--- config.mk ---
export PLATFORM = sky130hd
export DESIGN_NAME = id_ex_stage
export DESIGN_NICKNAME = d
export VERILOG_FILES = /design/src/rtl/id_ex_stage.sv
export SDC_FILE = /design/constraint.sdc
export NUM_CORES = 1
export LEC_CHECK = 0
export ABC_AREA = 1
export ABC_CLOCK_PERIOD_IN_PS = 1700
export BUFFER_PORTS_ARGS = -buffer_cell sky130_fd_sc_hd__buf_2
export CAP_MARGIN = 30
export CORE_AREA = 2 2 222 224
export CTS_CLUSTER_SIZE = 20
export DETAILED_ROUTE_END_ITERATION = 10
export DIE_AREA = 0 0 224 226
export HOLD_SLACK_MARGIN = 0.12
export PLACE_DENSITY = 0.52
export SLEW_MARGIN = 15
export SYNTH_ARGS = -nofsm -noshare
export SYNTH_HDL_FRONTEND = slang
export SYNTH_SLANG_ARGS = --single-unit
--- constraint.sdc ---
create_clock -name clock -period 1.7 [get_ports clock]
set_input_delay 0 -clock clock [delete_from_list [all_inputs] [get_ports clock]]
set_output_delay 0 -clock clock [all_outputs]
set_load 0.01 [all_outputs]
--- src/rtl/id_ex_stage.sv ---
// rtl/id_ex_stage.sv - ID/EX pipeline register with operand selection and writeback bypass
module id_ex_stage #(
  parameter int XLEN    = 64,
  parameter int ALUOP_W = 6
) (
  input  logic               clock,
  input  logic               reset,
  input  logic               in_valid,
  output logic               in_ready,
  input  logic [XLEN-1:0]    in_pc,
  input  logic [4:0]         in_rs1_idx,
  input  logic [4:0]         in_rs2_idx,
  input  logic [XLEN-1:0]    in_rs1_data,
  input  logic [XLEN-1:0]    in_rs2_data,
  input  logic [XLEN-1:0]    in_imm,
  input  logic [1:0]         in_op1_sel,
  input  logic [1:0]         in_op2_sel,
  input  logic [ALUOP_W-1:0] in_alu_op,
  input  logic [4:0]         in_rd,
  input  logic               in_rd_wen,
  input  logic               wb_wen,
  input  logic [4:0]         wb_rd,
  input  logic [XLEN-1:0]    wb_data,
  input  logic               flush,
  output logic               out_valid,
  input  logic               out_ready,
  output logic [XLEN-1:0]    operator_1,
  output logic [XLEN-1:0]    operator_2,
  output logic [ALUOP_W-1:0] alu_op,
  output logic [XLEN-1:0]    out_pc,
  output logic [4:0]         out_rd,
  output logic               out_rd_wen
);

  localparam logic [1:0]      SEL_RS   = 2'd0;
  localparam logic [1:0]      SEL_ALT  = 2'd1;
  localparam logic [1:0]      SEL_FOUR = 2'd2;
  localparam logic [XLEN-1:0] LP_FOUR  = XLEN'(4);

  logic               r_valid;
  logic [XLEN-1:0]    r_op1;
  logic [XLEN-1:0]    r_op2;
  logic [ALUOP_W-1:0] r_alu_op;
  logic [XLEN-1:0]    r_pc;
  logic [4:0]         r_rd;
  logic               r_rd_wen;
  logic [4:0]         r_rs1_idx;
  logic [4:0]         r_rs2_idx;
  logic [1:0]         r_op1_sel;
  logic [1:0]         r_op2_sel;

  logic               w_out_fire;
  logic               w_capture;
  logic               w_hold;
  logic               w_wb_hit1;
  logic               w_wb_hit2;
  logic [XLEN-1:0]    w_rs1_val;
  logic [XLEN-1:0]    w_rs2_val;
  logic [XLEN-1:0]    w_op1;
  logic [XLEN-1:0]    w_op2;

  // Reset forces ready high; an incoming instruction is dropped by reset anyway.
  assign in_ready   = ~r_valid | out_ready | reset;
  assign w_out_fire = r_valid & out_ready;
  assign w_capture  = in_valid & in_ready & ~flush;
  assign w_hold     = r_valid & ~out_ready & ~flush;

  // Writeback hit against the stored source indices (x0 never forwards).
  assign w_wb_hit1 = wb_wen & (wb_rd != 5'd0) & (wb_rd == r_rs1_idx) & (r_op1_sel == SEL_RS);
  assign w_wb_hit2 = wb_wen & (wb_rd != 5'd0) & (wb_rd == r_rs2_idx) & (r_op2_sel == SEL_RS);

  // Capture-time bypass followed by operand selection.
  always_comb begin
    w_rs1_val = in_rs1_data;
    w_rs2_val = in_rs2_data;
    if (wb_wen && (in_rs1_idx != 5'd0) && (wb_rd == in_rs1_idx)) w_rs1_val = wb_data;
    if (wb_wen && (in_rs2_idx != 5'd0) && (wb_rd == in_rs2_idx)) w_rs2_val = wb_data;

    w_op1 = '0;
    case (in_op1_sel)
      SEL_RS:  w_op1 = w_rs1_val;
      SEL_ALT: w_op1 = in_pc;
      default: w_op1 = '0;
    endcase

    w_op2 = '0;
    case (in_op2_sel)
      SEL_RS:   w_op2 = w_rs2_val;
      SEL_ALT:  w_op2 = in_imm;
      SEL_FOUR: w_op2 = LP_FOUR;
      default:  w_op2 = '0;
    endcase
  end

  // Entry valid bit: reset, then flush, then capture, then drain.
  always_ff @(posedge clock) begin
    if (reset) begin
      r_valid <= 1'b0;
    end else if (flush) begin
      r_valid <= 1'b0;
    end else if (w_capture) begin
      r_valid <= 1'b1;
    end else if (w_out_fire) begin
      r_valid <= 1'b0;
    end
  end

  // Entry payload: load on capture, patch operands from writeback while stalled.
  always_ff @(posedge clock) begin
    if (reset) begin
      r_op1     <= '0;
      r_op2     <= '0;
      r_alu_op  <= '0;
      r_pc      <= '0;
      r_rd      <= '0;
      r_rd_wen  <= 1'b0;
      r_rs1_idx <= '0;
      r_rs2_idx <= '0;
      r_op1_sel <= '0;
      r_op2_sel <= '0;
    end else if (w_capture) begin
      r_op1     <= w_op1;
      r_op2     <= w_op2;
      r_alu_op  <= in_alu_op;
      r_pc      <= in_pc;
      r_rd      <= in_rd;
      r_rd_wen  <= in_rd_wen;
      r_rs1_idx <= in_rs1_idx;
      r_rs2_idx <= in_rs2_idx;
      r_op1_sel <= in_op1_sel;
      r_op2_sel <= in_op2_sel;
    end else if (w_hold) begin
      if (w_wb_hit1) r_op1 <= wb_data;
      if (w_wb_hit2) r_op2 <= wb_data;
    end
  end

  assign out_valid  = r_valid;
  assign operator_1 = r_op1;
  assign operator_2 = r_op2;
  assign alu_op     = r_alu_op;
  assign out_pc     = r_pc;
  assign out_rd     = r_rd;
  assign out_rd_wen = r_rd_wen;

endmodule

==> results.tsv, run 1 <==
stage	metric	value	unit
run_status	status	finished clean	
floorplan	die-area	50620	sq um
layout	instances_no_fill	3987	
pwr	max-vdd-ir-drop	0.5315	mV
sta	finalCritPeriodShare	99.89	%
worst_hold_path	min_path_type	in2reg	
yosys	synth-main-ff-cell	dfxtp_1	
placement	dp_hpwl	48180	um
pwr	leakage	0.01266	uW
setup_path	startpoint	out_valid$_SDFFE_PP0P_	
layout	fin_nets	3699	
global_routing	grt-ovfl-total	0	
yosys	ys_seq_elements	219	
sta	skew	0.009593	ns
global_routing	grt_pass1_wl	104800	um
sta	fmax	588.9	MHz
placement	place_inst	3541	
drt	firstDrtPassIters	6	
drt	vias	19215	
worst_hold_path	holdPathStages	4	
layout	syn_to_final_growth	69.50	%
yosys	synth_top_area_share	31.98	%
worst_hold_path	min_to	out_rd[1]$_SDFFE_PP0N_	
layout	nFillCells	4934	
sta	period_minus_slack	1.698	ns
floorplan	die_y	226	um
clock_network	clk_pin_slew	0.06	ns
yosys	ys_warn_count	0	
clock_network	cts_tree	built	
sta	worst_slack	0.001835	ns
yosys	syn_nets	2808	
sta	tns	0	ns
sta	hold_viol	0	
clock_network	htree_levels	1	
yosys	netlist_area	13710	sq um
yosys	synth_edf_count	0	
setup_path	crit_arrival	2.16	ns
setup_path	reg2reg_slack	0.002	ns
floorplan	fp.dieW	224	um
placement	dp_slack	-0.05623	ns
drt	postRouteAntennaNets	0	
clock_network	clock-sinks	219	
yosys	seq_area_frac_synth	31.98	%
yosys	synth_top_area_cell	dfxtp_1	
yosys	synth_cell_types	26	
yosys	synthTopCellsByCount	nand2_1, inv_1, a21oi_1, dfxtp_1, nand3_1	
floorplan	coreArea	48340	sq um
yosys	synth_area_leaders	dfxtp_1, nand2_1, inv_1	
layout	fin_util	48.07	%
clock_network	clockRootBuffer	clkbuf_16	
sta	tightest_slew	0.7655	ns
sta	rsz0062_at_grt	true	
drt	viasPerCell	4.819	
floorplan	ios	563	
clock_network	cts_inserted_buffers	29	
yosys	avgSynthCellArea	5.594	sq um
pwr	cellPowerDensity	667.6	nW/um^2
setup_path	criticalPathCategory	reg2reg	
drt	post_drt_wl_per_cell	19.26	um
placement	gp_congestion	0.9142	
global_routing	antenna_found_initial	3	
floorplan	num_rows	81	
setup_path	worstRegToRegCells	11	
placement	port_buffers	562	
setup_path	reg2reg_from	out_valid$_SDFFE_PP0P_	
setup_path	crit_fanout	10	
setup_path	critPathLaunchType	flip-flop	
yosys	async_flop_share	0	%
job	drv_cap	0	
floorplan	start_util	28.36	%
setup_path	timing.rr.end	operator_1[49]$_SDFFE_PP0P_	
worst_hold_path	hold_start	in_rd[1]	
sta	setup_viol	0	
global_routing	grt_max_degree	141	
clock_network	clk_path_buf_depth	3	
drt	drt-initial-drc-count	1444	
global_routing	grt_pass1_vias	18556	
drt	totalWireLength	76780	um
setup_path	endpoint_kind	flip-flop	
yosys	synth_most_common_cell	nand2_1	
clock_network	clkLatencyLatePin	0.57	ns
yosys	netlist_instances	2451	
sta	slew_headroom	48.97	%
sta	slew_violations	0	
layout	layout-drive-gt1-share	25.70	%
drt	drc	0	
setup_path	critPathRequiredTime	2.16	ns
global_routing	grt_usage	26.44	%
-- report_power, final --
part           total (uW)  internal [uW]  switching, uW
registers            5510           5370            133
clock network        6100           3540           2560
logic                3910           1760           2150
total               15500          10700           4840
-- critical path: stages (launching register included) --
cell and delay (ns):
dfxtp_2 0.35, nand3_2 0.09, nand3b_1 0.11, buf_6 0.14, buf_12 0.15, nand2_4 0.08, nand2_8 0.10, buf_12 0.18
clkbuf_16 0.21, nand2_2 0.05, nand2_1 0.05, a21oi_1 0.05
-- cells in the final DEF (no fill, tap or decap), types with 3 or more instances in the layout --
cell	count
nand2_2	40
diode_2	3
nand4_1	69
inv_2	10
clkbuf_16	47
o21ai_1	15
buf_2	561
dlygate4sd3_1	351
a21oi_2	53
clkbuf_8	6
o22ai_1	3
a21oi_1	166
dfxtp_1	213
dfxtp_2	6
buf_6	9
nor2_4	6
buf_4	41
nor2_2	22
buf_16	9
inv_1	403
nand3_1	182
o21ai_0	12
nand2_4	5
a31oi_1	13
nor2_1	128
nor3_2	3
nand2_1	927
clkbuf_1	10
buf_12	31
clkinv_2	3
-- through the flow --
stage,total power [uW],hold slack [ns],area (sq um)
2_1_floorplan,7049,0.07931,13710
5_1_grt,16150,0.2287,23240
6_report,15510,0.2279,23240
4_1_cts,15310,0.1326,22100
3_5_place_dp,8510,0.2008,17570
3_3_place_gp,8504,0.1962,17570
-- layer usage --
layer,vias to the layer above,wire [um],GRT usage [%]
li1,9244,-,-
met1,8979,31380,31.49
met2,842,37580,47.54
met3,150,5229,4.450
met4,0,2596,9.742
met5,-,0,0
-- how the worst max path moves through the flow --
stage	depth (start not counted)	to
global placement	9	operator_1[37]$_SDFFE_PP0P_
finish	11	operator_1[49]$_SDFFE_PP0P_
global route	10	operator_1[27]$_SDFFE_PP0P_
detailed placement	9	operator_1[37]$_SDFFE_PP0P_
CTS	8	out_pc[25]$_SDFFE_PP0N_
floorplan	10	operator_2[57]$_SDFFE_PP0P_
-- sequential cells by signal, indices dropped and copies added, names as in the netlist --
register and cells:
out_pc 64, r_rs1_idx 5, r_op2_sel 2, alu_op 6, r_rs2_idx 5, r_op1_sel 2
out_rd_wen 1, out_valid 1, operator_1 64, operator_2 64, out_rd 5
-- final cells by class --
class / count / area, sq um / area share (%)
flip-flops and latches: 219 / 4392 / 18.90
well taps: 622 / 778.2 / 3.349
multi-input cells: 1655 / 7502 / 32.28
diodes: 3 / 7.507 / 0.03230
inverters: 415 / 1573 / 6.768
clock buffers: 45 / 845.8 / 3.639
clock inverters: 6 / 62.56 / 0.2692
repair buffers: 1022 / 8079 / 34.76
-- what timing repair did --
| action | CTS | global route |
|---|---|---|
| gates resized for setup | 9 | 151 |
| setup buffers | 5 | 7 |
| pin swaps | 0 | 14 |
| endpoints found under the hold margin | 219 | 30 |
| setup endpoints to repair | 132 | 177 |
| hold buffers | 350 | 1 |
| gates cloned | 1 | 27 |
-- kinds of logic (layout without fill, tap and decap cells) --
logic type	after synthesis	after routing	synth area share, %
AOI/OAI and AO/OA	265	265	9.874
xor gates and xnor gates	2	2	0.1278
buffers and inverters	578	1488	16.88
DFF	219	219	31.98
other	0	3	0
and+or+nand+nor	1387	1388	41.14
No activity file was read; power rests on OpenSTA's default activity.
==> run 2, diff against run 1 <==
--- a/config.mk
+++ b/config.mk
@@ -6,15 +6,15 @@
 export NUM_CORES = 1
 export LEC_CHECK = 0
 export ABC_AREA = 1
-export ABC_CLOCK_PERIOD_IN_PS = 1700
+export ABC_CLOCK_PERIOD_IN_PS = 2100
 export BUFFER_PORTS_ARGS = -buffer_cell sky130_fd_sc_hd__buf_2
 export CAP_MARGIN = 30
-export CORE_AREA = 2 2 222 224
+export CORE_AREA = 2 2 220 222
 export CTS_CLUSTER_SIZE = 20
 export DETAILED_ROUTE_END_ITERATION = 10
-export DIE_AREA = 0 0 224 226
+export DIE_AREA = 0 0 222 224
 export HOLD_SLACK_MARGIN = 0.12
-export PLACE_DENSITY = 0.52
+export PLACE_DENSITY = 0.53
 export SLEW_MARGIN = 15
 export SYNTH_ARGS = -nofsm -noshare
 export SYNTH_HDL_FRONTEND = slang
==> constraint.sdc (replaced) <==
create_clock -name clock -period 2.1 [get_ports clock]
set_input_delay 0 -clock clock [delete_from_list [all_inputs] [get_ports clock]]
set_output_delay 0 -clock clock [all_outputs]
set_load 0.01 [all_outputs]
==> run 2 against run 1 <==
Clock skew rose by 0.012 ns. Register-to-register slack better by 0.06 ns. Critical path type is now in2reg. Combinational power shrank 24%. Count of clock-buffer cells in the layout fell by 4. Sequential power shrank 19%. Via count decreased by 0.83%. Clock power is 6.6% lower. Critical path depth is 4 higher. Sequential cell count is the same. Worst setup slack better by 0.063 ns. Worst hold slack got worse by 0.024 ns. Largest power group unchanged. Largest cell class unchanged.
==> results.tsv, run 2 (same netlist as run 1, synthesis figures left out) <==
stage	metric	value	unit	change
run_status	status	finished clean		
global_routing	antenna_found_initial	3		unchanged
sta	tightest_slew	0.7749	ns	+0.009338 ns
pwr	cellPowerDensity	582.6	nW/um^2	-13%
setup_path	critPathLaunchType	input pin		
placement	gp_congestion	0.9426		+3.1%
pwr	leakage	0.01252	uW	-1.1%
sta	tns	0	ns	unchanged
drt	viasPerCell	4.807		-0.25%
floorplan	die_y	224	um	-0.88%
clock_network	clkLatencyLatePin	0.58	ns	about the same
floorplan	die-area	49730	sq um	-1.8%
layout	fin_nets	3683		-0.43%
global_routing	grt_usage	26.76	%	+0.32 points
job	drv_cap	0		unchanged
sta	slew_headroom	48.34	%	-0.62 points
layout	syn_to_final_growth	64.52	%	
setup_path	criticalPathCategory	in2reg		
clock_network	htree_levels	1		unchanged
global_routing	grt-ovfl-total	0		unchanged
setup_path	crit_arrival	2.53	ns	+0.37 ns
layout	layout-drive-gt1-share	21.54	%	-4.2 points
global_routing	grt_max_degree	141		unchanged
pwr	power	13140	uW	-15%
placement	dp_slack	0.2890	ns	+0.3452 ns
clock_network	clock-sinks	219		unchanged
setup_path	crit_fanout	6		-4
floorplan	coreArea	47350	sq um	-2.1%
clock_network	clk_path_buf_depth	3		unchanged
clock_network	clk_pin_slew	0.06	ns	about the same
global_routing	gr-usage-met3	4.748	%	+0.30 points
layout	layout_common_cells	nand2_1, buf_2, inv_1		
global_routing	top_usage_layer	met2		
sta	period_minus_slack	2.035	ns	
floorplan	fp.dieW	222	um	-0.89%
layout	instances_no_fill	3964		-0.58%
floorplan	start_util	28.96	%	+0.60 points
clock_network	cts_tree	built		
layout	mostFrequentLayoutCell	nand2_1		
drt	vias	19056		-0.83%
global_routing	grt_pass1_vias	18568		+0.065%
worst_hold_path	holdPathStages	3		-1
pwr	max-vdd-ir-drop	0.5838	mV	+9.8%
sta	worst_slack	0.06497	ns	+0.06313 ns
setup_path	critPathRequiredTime	2.59	ns	+0.43 ns
drt	drc	0		unchanged
drt	firstDrtPassIters	5		-1
setup_path	worstRegToRegCells	8		-3
placement	port_buffers	562		unchanged
clock_network	cts_inserted_buffers	29		unchanged
placement	dp_hpwl	46760	um	-3.0%
drt	drt-initial-drc-count	1375		-4.8%
drt	post_drt_wl_per_cell	18.61	um	-3.3%
placement	place_inst	3508		-0.93%
sta	slew_violations	0		unchanged
sta	fmax	491.4	MHz	
layout	fin_util	47.64	%	-0.43 points
sta	finalCritPeriodShare	96.91	%	
drt	totalWireLength	73790	um	-3.9%
global_routing	use_met2	47.23	%	-0.30 points
floorplan	ios	563		unchanged
global_routing	grt_pass1_wl	105200	um	+0.38%
global_routing	met1_usage	32.68	%	+1.2 points
clock_network	clockRootBuffer	clkbuf_16		
floorplan	num_rows	80		-1.2%
setup_path	endpoint_kind	flip-flop		
sta	skew	0.02133	ns	+0.01174 ns
sta	setup_viol	0		unchanged
worst_hold_path	min_path_type	in2reg		
drt	postRouteAntennaNets	0		unchanged
sta	hold_viol	0		unchanged
[run 2: cell count changes in the layout (fill, tap and decap cells not counted), moves of 6 or more]
| cell | previous run | this run |
|---|---|---|
| nand2_2 | 40 | 3 |
| nor2_1 | 128 | 150 |
| nand2_1 | 927 | 965 |
| a21oi_1 | 166 | 216 |
| buf_12 | 31 | 21 |
| buf_16 | 9 | 2 |
| a21oi_2 | 53 | 3 |
| clkbuf_16 | 47 | 39 |
| dlygate4sd3_1 | 351 | 371 |
| buf_6 | 9 | 3 |
| dfxtp_1 | 213 | 219 |
| dfxtp_2 | 6 | 0 |
| nor2_2 | 22 | 0 |
| clkbuf_1 | 10 | 2 |
[run 2: repair_timing]
action                                 in CTS  in global routing
resized for setup                           0                 30
endpoints found under the hold margin     219                  0
setup buffers                               0                 20
hold buffers                              371                  0
setup endpoints to repair                   0                 26
[run 2: worst paths after layout]
check	start	endpoint	slack [ns]
setup / recovery	in_rs2_idx[4]	operator_2[20]$_SDFFE_PP0P_	0.06
hold / removal	in_rs2_idx[1]	r_rs2_idx[1]$_SDFFE_PP0N_	0.20
setup reg to reg	out_valid$_SDFFE_PP0P_	out_pc[14]$_SDFFE_PP0N_	0.06
hold reg to reg	r_op1_sel[1]$_SDFFE_PP0N_	r_op1_sel[1]$_SDFFE_PP0N_	0.46
[run 2: routing by layer]
| layer | vias to the layer above | part of all wire, % |
|---|---|---|
| li1 | 9200 | - |
| met1 | 8874 | 42 |
| met2 | 835 | 48 |
| met3 | 143 | 7.2 |
| met4 | 4 | 3.2 |
| met5 | - | 0.034 |
[run 2: layout make-up]
class	count	area, sq um
antenna	1	2.502
clock buffer	41	870.8
clock inverter	12	221.5
fill	4890	24790
inverter	415	1565
multi-input combinational	1655	7147
sequential	219	4384
tap	615	769.5
timing repair buffer	1006	7596
[run 2: worst max-delay path: stages]
cell and delay [ns]:
dlygate4sd3_1 0.54, buf_2 0.15, nand2_1 0.06, nand2_1 0.05, inv_1 0.06, nand2_2 0.06
nor2_4 0.23, nand3_4 0.22, clkbuf_16 0.22, nand2_1 0.06, nand3_1 0.06, nand2_1 0.07
dlygate4sd3_1 0.55, nand2_1 0.07, a21oi_1 0.14
[run 2: report_power, final]
part | internal, uW | switching, uW
Sequential | 4350 | 103
Combinational | 1320 | 1670
Clock | 3600 | 2100
Total | 9270 | 3870
[run 2: metrics by stage]
step / hold WS [ns] / instance area [sq um]
6_report: 0.2042 / 22560
5_1_grt: 0.2197 / 22560
3_5_place_dp: 0.2134 / 17180
2_1_floorplan: 0.07931 / 13710
3_3_place_gp: 0.1992 / 17180
4_1_cts: 0.1849 / 21980
==> run 3, diff against run 2 <==
--- a/config.mk
+++ b/config.mk
@@ -8,13 +8,12 @@
 export ABC_AREA = 1
 export ABC_CLOCK_PERIOD_IN_PS = 2100
 export BUFFER_PORTS_ARGS = -buffer_cell sky130_fd_sc_hd__buf_2
-export CAP_MARGIN = 30
 export CORE_AREA = 2 2 220 222
 export CTS_CLUSTER_SIZE = 20
 export DETAILED_ROUTE_END_ITERATION = 10
 export DIE_AREA = 0 0 222 224
 export HOLD_SLACK_MARGIN = 0.12
-export PLACE_DENSITY = 0.53
+export PLACE_DENSITY = 0.54
 export SLEW_MARGIN = 15
 export SYNTH_ARGS = -nofsm -noshare
 export SYNTH_HDL_FRONTEND = slang
==> run 3 against run 2 <==
Sequential power barely moved. Fmax down 0.61%. Via count down 0.44%. Global-route usage fell by 0.080 points. Non-clock buffer count down 38. Sequential share of layout area up 0.39 points. Clock skew increased by 0.0046 ns. Sequential cell count is the same. Clock power fell by 6.3%. Count of clock-buffer cells in the layout down 3. Routed wire length down 2.1%. Worst setup slack worse by 0.012 ns.
==> results.tsv, run 3 (same netlist as run 1, synthesis figures left out) <==
stage	metric	value	unit	change
sta	tns	0	ns	unchanged
setup_path	reg2reg_from	out_valid$_SDFFE_PP0P_		
sta	slew_headroom	29.73	%	-19 points
placement	dp_hpwl	46700	um	-0.13%
global_routing	antenna_found_initial	9		+6
drt	postRouteAntennaNets	0		unchanged
clock_network	clk_path_buf_depth	3		unchanged
floorplan	coreArea	47350	sq um	unchanged
clock_network	cts_inserted_buffers	30		+3.4%
layout	fin_nets	3645		-1.0%
setup_path	criticalPathCategory	in2reg		
global_routing	grt-ovfl-total	0		unchanged
layout	multiInputGateArea	7146	sq um	about the same
worst_hold_path	hold_start	out_ready		
floorplan	start_util	28.96	%	unchanged
run_status	status	finished clean		
drt	totalWireLength	72210	um	-2.1%
worst_hold_path	min_path_type	in2reg		
floorplan	die_y	224	um	unchanged
layout	layout-drive-gt1-share	21.21	%	-0.33 points
sta	finalCritPeriodShare	97.50	%	+0.60 points
drt	vias	18972		-0.44%
placement	dp_slack	0.1597	ns	-0.1292 ns
sta	skew	0.02594	ns	+0.004610 ns
sta	hold_viol	0		unchanged
global_routing	grt_usage	26.68	%	-0.080 points
sta	period_minus_slack	2.048	ns	+0.01250 ns
placement	gp_congestion	0.9391		-0.37%
clock_network	clockRootBuffer	clkbuf_16		
drt	drc	0		unchanged
sta	setup_viol	0		unchanged
layout	fin_area	22110	sq um	-2.0%
setup_path	endpoint_kind	flip-flop		
sta	tightest_slew	1.054	ns	+0.2793 ns
drt	drt-initial-drc-count	1323		-3.8%
global_routing	grt_pass1_vias	18957		+2.1%
sta	worst_slack	0.05247	ns	-0.01250 ns
layout	ff_latch_area	4384	sq um	unchanged
setup_path	worstRegToRegCells	8		unchanged
worst_hold_path	min_to	operator_1[4]$_SDFFE_PP0P_		
clock_network	htree_levels	1		unchanged
drt	firstDrtPassIters	6		+1
layout	syn_to_final_growth	61.27	%	
layout	mostFrequentLayoutCell	nand2_1		
layout	instances_no_fill	3933		-0.78%
pwr	leakage	0.01235	uW	-1.3%
floorplan	fp.dieW	222	um	unchanged
pwr	cellPowerDensity	575.4	nW/um^2	-1.2%
placement	dpl-instance-area	17200	sq um	+0.13%
worst_hold_path	holdPathStages	8		+5
pwr	max-vdd-ir-drop	0.4336	mV	-26%
layout	nFillCells	4940		+1.0%
job	drv_cap	0		unchanged
clock_network	clock-sinks	219		unchanged
setup_path	crit_fanout	15		+9
setup_path	crit_arrival	2.56	ns	+0.03 ns
layout	fin_util	46.70	%	-0.94 points
setup_path	critPathRequiredTime	2.61	ns	+0.02 ns
clock_network	clk_pin_slew	0.06	ns	about the same
floorplan	die-area	49730	sq um	unchanged
global_routing	grt_max_degree	141		unchanged
drt	viasPerCell	4.824		+0.34%
floorplan	ios	563		unchanged
global_routing	grt_pass1_wl	105100	um	-0.12%
placement	port_buffers	562		unchanged
setup_path	critPathLaunchType	input pin		
sta	slew_violations	0		unchanged
clock_network	cts_tree	built		
drt	post_drt_wl_per_cell	18.36	um	-1.4%
placement	place_inst	3511		+0.086%
setup_path	timing.rr.end	operator_1[38]$_SDFFE_PP0P_		
layout	layout_common_cells	nand2_1, buf_2, inv_1		
floorplan	num_rows	80		unchanged
setup_path	reg2reg_slack	0.16	ns	+0.10 ns
sta	fmax	488.4	MHz	-0.61%
clock_network	clkLatencyLatePin	0.59	ns	about the same
==> run 3: worst max path at each step <==
stage	start	endpoint	slack, ns
3_3_place_gp	r_rs1_idx[4]$_SDFFE_PP0N_	operator_1[12]$_SDFFE_PP0P_	0.22
6_report	in_rs2_idx[0]	operator_2[34]$_SDFFE_PP0P_	0.05
3_5_place_dp	out_valid$_SDFFE_PP0P_	operator_2[35]$_SDFFE_PP0P_	0.16
5_1_grt	in_rs2_idx[0]	operator_2[44]$_SDFFE_PP0P_	-0.008
4_1_cts	in_rs2_idx[2]	operator_2[9]$_SDFFE_PP0P_	0.02
2_1_floorplan	out_valid$_SDFFE_PP0P_	operator_2[57]$_SDFFE_PP0P_	0.58
==> run 3: area by class of cell <==
| type | instances | area share, % |
|---|---|---|
| Inverter | 415 | 7.090 |
| Antenna cell | 8 | 0.09054 |
| Clock buffer | 38 | 3.622 |
| Multi-Input combinational cell | 1654 | 32.32 |
| Timing Repair Buffer | 968 | 32.67 |
| Tap cell | 615 | 3.480 |
| Clock inverter | 16 | 0.9054 |
| Sequential cell | 219 | 19.83 |
==> run 3: repair_timing <==
| action | in CTS | in global routing |
|---|---|---|
| buffers inserted | 0 | 2 |
| hold buffers | 352 | 2 |
| resized for setup | 0 | 25 |
| endpoints found under the setup margin | 0 | 75 |
| endpoints found under the hold margin | 219 | 2 |
==> run 3: per-layer routing <==
metal,track usage [%],up-vias,wire (um)
li1,-,9141,-
met1,31.61,8786,29240
met2,47.21,890,34590
met3,5.338,149,5697
met4,10.66,6,2637
met5,0,-,44
==> run 3: metrics by stage <==
step | power (uW) | hold WS, ns
after floorplan | 5706 | 0.07931
after global placement | 6793 | 0.1956
after detailed placement | 6813 | 0.1993
after CTS | 12720 | 0.1255
after global routing | 13260 | 0.2070
final | 12720 | 0.1564
==> run 3: critical path: stages <==
cell and delay, ns:
dlygate4sd3_1 0.55, buf_2 0.18, a21oi_2 0.15, nand2_2 0.08
nor2_4 0.18, nand3_4 0.10, buf_12 0.17, clkbuf_16 0.20
nand2_1 0.08, nand3_1 0.06, nand2_1 0.07, dlygate4sd3_1 0.55
nand2_1 0.07, a21oi_1 0.12
==> run 3: where the power goes <==
| group | switching, uW | internal, uW | total (uW) | leakage [uW] |
|---|---|---|---|---|
| sequential | 105 | 4350 | 4450 | 0.00179 |
| combinational | 1630 | 1300 | 2930 | 0.0101 |
| clock | 2160 | 3180 | 5340 | 0.000490 |
| total | 3900 | 8820 | 12700 | 0.0124 |
